$ cat src/rtl/fir_axis_out_buf.sv
// fir_axis_out_buf: FIFO between the FIR stream output and the sink, regenerating tlast from the programmed length
module fir_axis_out_buf #(
    parameter int pDATA_WIDTH = 32,
    parameter int pDEPTH      = 8,
    parameter int pLEN_WIDTH  = 32
) (
    input  logic                     axis_clk,
    input  logic                     axis_rst,
    input  logic                     cfg_start,
    input  logic [pLEN_WIDTH-1:0]    cfg_data_length,
    input  logic                     s_tvalid,
    input  logic [pDATA_WIDTH-1:0]   s_tdata,
    input  logic                     s_tlast,
    output logic                     s_tready,
    output logic                     m_tvalid,
    output logic [pDATA_WIDTH-1:0]   m_tdata,
    output logic                     m_tlast,
    input  logic                     m_tready,
    output logic                     busy,
    output logic                     done,
    output logic                     tlast_err,
    output logic [$clog2(pDEPTH):0]  level
);
    localparam int AW = $clog2(pDEPTH);
    localparam logic [1:0] S_IDLE = 2'd0, S_RUN = 2'd1, S_DRAIN = 2'd2, S_DONE = 2'd3;
    logic [1:0] state_q, state_d;
    logic [pLEN_WIDTH-1:0] len_q, len_d, in_cnt_q, in_cnt_d, out_cnt_q, out_cnt_d, len_m1;
    logic err_q, err_d, push, pop, arm, in_last, out_last;
    logic [AW-1:0] wr_ptr_q, wr_ptr_d, rd_ptr_q, rd_ptr_d;
    logic [AW:0] level_q, level_d;
    logic [pDATA_WIDTH-1:0] mem_q [pDEPTH];
    always_comb begin
        len_m1    = len_q - pLEN_WIDTH'(1);
        in_last   = in_cnt_q == len_m1;
        out_last  = out_cnt_q == len_m1;
        arm       = cfg_start && (state_q == S_IDLE || state_q == S_DONE);
        s_tready  = state_q == S_RUN && level_q != (AW+1)'(pDEPTH);
        m_tvalid  = |level_q;
        m_tdata   = m_tvalid ? mem_q[rd_ptr_q] : '0;
        m_tlast   = m_tvalid && out_last;
        busy      = state_q == S_RUN || state_q == S_DRAIN;
        done      = state_q == S_DONE;
        tlast_err = err_q;
        level     = level_q;
        push      = s_tvalid && s_tready;
        pop       = m_tvalid && m_tready;
        level_d   = level_q + (AW+1)'(push) - (AW+1)'(pop);
        wr_ptr_d  = wr_ptr_q + AW'(push);
        rd_ptr_d  = rd_ptr_q + AW'(pop);
        in_cnt_d  = in_cnt_q + pLEN_WIDTH'(push);
        out_cnt_d = out_cnt_q + pLEN_WIDTH'(pop);
        err_d     = err_q | (push && (s_tlast != in_last));
        len_d     = len_q;
        state_d   = (state_q == S_RUN && push && in_last) ? S_DRAIN :
                    (state_q == S_DRAIN && pop && out_last) ? S_DONE : state_q;
        // Start is only honoured when idle or done; the FIFO is empty then, so counters can be cleared safely
        if (arm) begin
            len_d     = cfg_data_length;
            in_cnt_d  = '0;
            out_cnt_d = '0;
            err_d     = 1'b0;
            state_d   = cfg_data_length == '0 ? S_DONE : S_RUN;
        end
    end
    always_ff @(posedge axis_clk) begin
        if (axis_rst) begin
            state_q   <= S_IDLE;
            len_q     <= '0;
            in_cnt_q  <= '0;
            out_cnt_q <= '0;
            err_q     <= 1'b0;
            wr_ptr_q  <= '0;
            rd_ptr_q  <= '0;
            level_q   <= '0;
        end else begin
            state_q   <= state_d;
            len_q     <= len_d;
            in_cnt_q  <= in_cnt_d;
            out_cnt_q <= out_cnt_d;
            err_q     <= err_d;
            wr_ptr_q  <= wr_ptr_d;
            rd_ptr_q  <= rd_ptr_d;
            level_q   <= level_d;
        end
    end
    always_ff @(posedge axis_clk) begin
        if (push) mem_q[wr_ptr_q] <= s_tdata;
    end
endmodule

$ cat config.mk
export PLATFORM = sky130hd
export DESIGN_NAME = fir_axis_out_buf
export DESIGN_NICKNAME = d
export VERILOG_FILES = /design/src/rtl/fir_axis_out_buf.sv
export SDC_FILE = /design/constraint.sdc
export NUM_CORES = 1
export LEC_CHECK = 0
export BUFFER_PORTS_ARGS = -buffer_cell sky130_fd_sc_hd__buf_4
export CAP_MARGIN = 20
export CORE_ASPECT_RATIO = 0.7
export CORE_UTILIZATION = 33
export CTS_CLUSTER_DIAMETER = 80
export CTS_CLUSTER_SIZE = 25
export DETAILED_ROUTE_END_ITERATION = 10
export REMOVE_ABC_BUFFERS = 1
export SLEW_MARGIN = 30
export SYNTH_ARGS = -nofsm -noshare
export SYNTH_HDL_FRONTEND = slang
export SYNTH_SLANG_ARGS = --single-unit
$ cat constraint.sdc
create_clock -name axis_clk -period 11.1 [get_ports axis_clk]
set_input_delay 0.555 -clock axis_clk [delete_from_list [all_inputs] [get_ports axis_clk]]
set_output_delay 0.555 -clock axis_clk [all_outputs]
set_load 0.005 [all_outputs]
* Word level (Yosys, flattened, before mapping)
Memory sizes are Yosys's and may differ from the RTL's. A register that Yosys moved wholly into a read port is not among the register bits.
Index checks and enable logic that the tools add are counted.
** Storage, ports and cells
- Register bits after elaboration :: 109
- Bits of input ports :: 70
- Memories :: 1
- Output and inout bits :: 42
- RAM bits :: 256
- Word-level logic and storage cells :: 49
** Memory list
- mem_q :: words 8, width 32, rd ports 1, clocked after Yosys merged registers in 1, write ports 1, line 31 : logic [pDATA_WIDTH-1:0] mem_q [pDEPTH];
** Operators by class
- Bitwise operators :: 1
- Mux-type cells :: 8
- Add/subtract/negate cells :: 7
- Equality and inequality tests :: 7
- Reduce and logical (&&, ||, !) cells :: 17
** Operator list (count)
- $add 32x1->32 :: 2
- $eq 32x32->1 :: 2
- $logic_not 32->1 :: 1
- $mux 32 :: 1
- $sub 32x1->32 const B :: 1
- $logic_and 1x1->1 :: 10
- $mux 2 :: 4
- $add 3x1->3 :: 2
- $add 4x1->4 :: 1
- $eq 2x2->1 const B :: 2
- $ne 4x4->1 const B :: 1
- $reduce_or 4->1 :: 1
- $sub 4x1->4 :: 1
- $mux 3 :: 1
- $reduce_bool 3->1 :: 1
- $eq 2x1->1 const B :: 1
- $logic_not 2->1 :: 1
- $logic_or 1x1->1 :: 2
- $mux 1 :: 2
- $reduce_or 2->1 :: 1
- $ne 1x1->1 :: 1
- $or 1x1->1 :: 1

* Longest topological paths before layout
- Depth in word-level cells :: 7
- Mapped depth :: 16
- Mapped depth without buffers :: 15

* Worst setup path after synthesis
No wires, ideal clock.
- Path kind :: register to register
- From :: register level_q[2], in the netlist level[2]
- To :: memory mem_q[0][0] (enable)
- Buffers on the path :: 0
- Data required time :: 10.598 ns
- Period minus slack after synthesis :: 4.587 ns
- Setup time :: 0.502 ns
- Setup slack :: 6.513 ns
- Cell stages (with the launch flop) :: 6
- Arrival time :: 4.086 ns
- Cells stage by stage :: dfxtp_1 > inv_1 > ha_1 > a21boi_0 > nand2_1 > nor4_1
** On the way
- Word-level cells in the longest chain between the ends :: 5
** Ends and longest elaborated chain
- start, declared :: line 30 : logic [AW:0] level_q, level_d;
- start signal, assigned :: line 83 : level_q <= level_d;
- $ne 4x4->1 :: line 37 : s_tready = state_q == S_RUN && level_q != (AW+1)'(pDEPTH);
- $logic_and 1x1->1 :: line 37
- net s_tready :: line 14 : output logic s_tready,
- $logic_and 1x1->1 :: line 45 : push = s_tvalid && s_tready;
- $mux 1 :: line 87 : if (push) mem_q[wr_ptr_q] <= s_tdata;
- $mux 1 (implied by the code) :: line 87
- end, declared :: line 31
The timed path passes the listed nets, and every way through them passes these cells.

* Worst setup path after layout
- From :: register len_q[5]
- To :: output m_tlast
** On the way
- Word-level cells in the longest chain between the ends :: 3
** Ends and longest elaborated chain
- start, declared :: line 27 : logic [pLEN_WIDTH-1:0] len_q, len_d, in_cnt_q, in_cnt_d, out_cnt_q, out_cnt_d, len_m1;
- start signal, assigned :: line 77 : len_q <= len_d;
- $sub 32x1->32 :: line 33 : len_m1 = len_q - pLEN_WIDTH'(1);
- $eq 32x32->1 :: line 35 : out_last = out_cnt_q == len_m1;
- $logic_and 1x1->1 :: line 40 : m_tlast = m_tvalid && out_last;
- end, declared :: line 17 : output logic m_tlast,
Every way passes these cells.

==> flow_summary.json <==
{
  "swShare": 0.300,
  "timing.critical_path.buf_inv": 1,
  "clkPwrFrac": 0.259,
  "fillCellCount": 4671,
  "cts_buffers": 21,
  "place.gp.congestion": 0.900,
  "combinationalPowerShare": 0.270,
  "yosysMostFrequentCell": "edfxtp_1",
  "grt-ovfl-total": 0,
  "place_area_mm2": 0.0180,
  "rrSetupSlack_ns": 6.93,
  "yosys.area.top_type": "edfxtp_1",
  "slowest_delay_ns": 0.70,
  "dieWidth_um": 268,
  "p_leak_nw": 6.08,
  "cts_root_buffer": "clkbuf_16",
  "synth.area.top_cells": "edfxtp_1 (47%), dfxtp_1 (13%), mux4_2 (8.8%)",
  "clk_latency_ns": 0.55,
  "holdWs_ns": 0.234,
  "critical_path.top_delay_family": "simple AND/OR/NAND/NOR gates",
  "netlist_area_mm2": 0.0164,
  "cp-start-kind": "flop",
  "final_hold_viol_count": 0,
  "clockBufferDepth": 3,
  "synth_edf_count": 256,
  "tns_ns": 0,
  "first_iter_violations": 716,
  "ys_types": 67,
  "setup.worst_path.end_class": "output pin",
  "synth_cells": 1252,
  "numPortBuffers": 111,
  "nets": 1423,
  "p_int_w": 0.00229,
  "max_clock_freq_ghz": 0.200,
  "timing.final.ws_setup_ns": 6.11,
  "drc_errors": 0,
  "cp.arrival_ns": 4.44,
  "cts_max_level": 1,
  "hpwl_mm": 29.2,
  "crit_type": "flop to output pin",
  "antennaDiodeCount": 0,
  "setup_viol": 0,
  "rows": 67,
  "switching_power_w": 0.000984,
  "firstDrtPassIters": 5,
  "ys_seq_area_frac": 0.602,
  "layout-drive-gt1-share": 0.192,
  "antenna_found_initial": 0,
  "synth_ff_type": "edfxtp_1",
  "grt_pass1_vias": 10100,
  "ys_ff_latch": 365,
  "wl_per_cell_um": 21.4,
  "async_flop_share": 0,
  "io_pins": 112,
  "cts_tree": "done",
  "cp_common_cell": "or4_1",
  "yosys-top-cells-count": "edfxtp_1 (256), nor2_1 (121), nand2_1 (113)",
  "die_area_mm2": 0.0506,
  "min_path_type": "input pin to flop",
  "utilization": 0.385,
  "fp.coreArea_mm2": 0.0485,
  "cts_setup_buffers": 0,
  "period_needed_ns": 4.99,
  "die_y_um": 189,
  "power_density_mw_per_mm2": 176,
  "synth_top_area_share": 0.469,
  "ir_drop_uv": 153,
  "grt_max_degree": 65,
  "period_share": 0.450,
  "cts_hold_buf": 0,
  "cap_violations": 0,
  "slowest_stage": "or4_4",
  "pre_cts_slack_ns": 6.69,
  "cp.required_ns": 10.55,
  "relSlewSlack": 0.395,
  "syn_area_per_cell_um2": 13.1,
  "drv_slew": 0,
  "rsz0062_at_grt": "no",
  "tightest_slew_ns": 0.899,
  "ys.warnings.count": 0,
  "p_seq_frac": 0.471,
  "ctsResizeCount": 0,
  "grtUsageTotal": 0.170,
  "vias_per_cell": 5.16,
  "path_cells": "or4_4 -> or4_1 -> or4_1 -> xnor2_1 -> or4_1 -> or4_1 -> nor3_1 -> buf_4",
  "cts.sinks": 365,
  "via_count": 10300,
  "grt_pass1_wl_mm": 64.5,
  "routed_wl_mm": 42.8,
  "start_util": 0.338,
  "clkTransAtPathRegs_ns": 0.10,
  "cp_max_fo": 11,
  "syn_to_final_growth_pct": 13.8,
  "status": "finished, final reports clean",
  "design_area_mm2": 0.0187,
  "skew_ns": 0.0326,
  "antenna_left": 0
}
state kept, by name, summed over array words and instances, names as in the netlist:
signal,count
in_cnt_q,32
mem_q,256
out_cnt_q,32
len_q,32
level,4
state_q,2
tlast_err,1
wr_ptr_q,3
rd_ptr_q,3
metal layers:
metal / GRT usage / vias to the layer above / wire length, um
li1: - / 4786 / -
met1: 0.268 / 5206 / 21600
met2: 0.236 / 302 / 17400
met3: 0.0358 / 37 / 3010
met4: 0.0315 / 0 / 734
met5: 0 / - / 0
power by group through the flow:
stage | clock network, W | logic [W] | registers [W]
after floorplan | 0 | 0.000511 | 0.00161
after global placement | 0 | 0.000892 | 0.00157
after detailed placement | 0 | 0.000891 | 0.00158
after CTS | 0.000881 | 0.000894 | 0.00154
after global routing | 0.000922 | 0.000967 | 0.00155
final | 0.000849 | 0.000886 | 0.00154
logic make-up (layout without fill, tap and decap cells):
logic type      Yosys count  count (layout)  synth area share
fa+ha+maj                19              19            0.0150
simple gates            433             433             0.134
mux                      98              98             0.109
buf+inv                  91             187            0.0221
flops                   365             365             0.602
xor+xnor                135             135            0.0764
compound gates          111             111            0.0416
cell type report:
type	count	area, um^2	share of cell area
clock buffers	28	552	0.0296
clock inverters	9	116	0.00623
inverters	21	78.8	0.00422
multi-input cells	796	6230	0.334
flip-flops and latches	365	9880	0.529
well taps	655	820	0.0439
repair buffers	129	992	0.0532
final timing paths:
check	from	end	depth (start not counted)
setup / recovery	len_q[5]$_SDFFE_PP0P_	m_tlast	8
hold / removal	s_tdata[0]	mem_q[7][0]$_DFFE_PP_	1
setup reg to reg	len_q[5]$_SDFFE_PP0P_	state_q[0]$_SDFFE_PP0P_	8
hold reg to reg	tlast_err$_SDFF_PP0_	tlast_err$_SDFF_PP0_	2
worst register-to-register path, stage by stage (launching register included):
cell and delay, ns:
dfxtp_1 0.45, or4_4 0.70, or4_1 0.63, or4_1 0.59
xnor2_1 0.16, or4_1 0.39, or4_1 0.55, o31a_1 0.40
a211oi_2 0.24
cells in the final DEF, fill, tap and decap left out, types with 3 or more instances in the layout:
cell         n
buf_4      127
or4_1       12
edfxtp_1   256
inv_12       3
o2111ai_1    3
nand2_1    112
clkbuf_1     7
o31ai_1      3
and4_1       4
mux4_2      64
a31oi_1      4
mux2i_1     33
nor2b_1      8
and3_1      13
nor2_1     118
nand2b_1     5
nor4_4       4
and2_1       7
nor2_4       3
o22ai_1      3
nor3_2       8
dfxtp_1    106
xor2_1      65
o21ai_0     20
nor3_1      18
xnor3_1      4
nand4_1     26
ha_1        18
o211ai_1     3
or3_1       15
nand3_1     39
or2_2        4
clkbuf_16   21
a21oi_1     50
xnor2_1     65
nor4_1      17
o21a_1       3
inv_1       21
through the flow:
stage          cells  power [W]
4_1_cts         2002    0.00332
3_3_place_gp    1965    0.00247
3_5_place_dp    1965    0.00247
2_1_floorplan   1182    0.00212
5_1_grt         2003    0.00344
6_report        2003    0.00328
No activity file was read; power rests on OpenSTA's default activity.
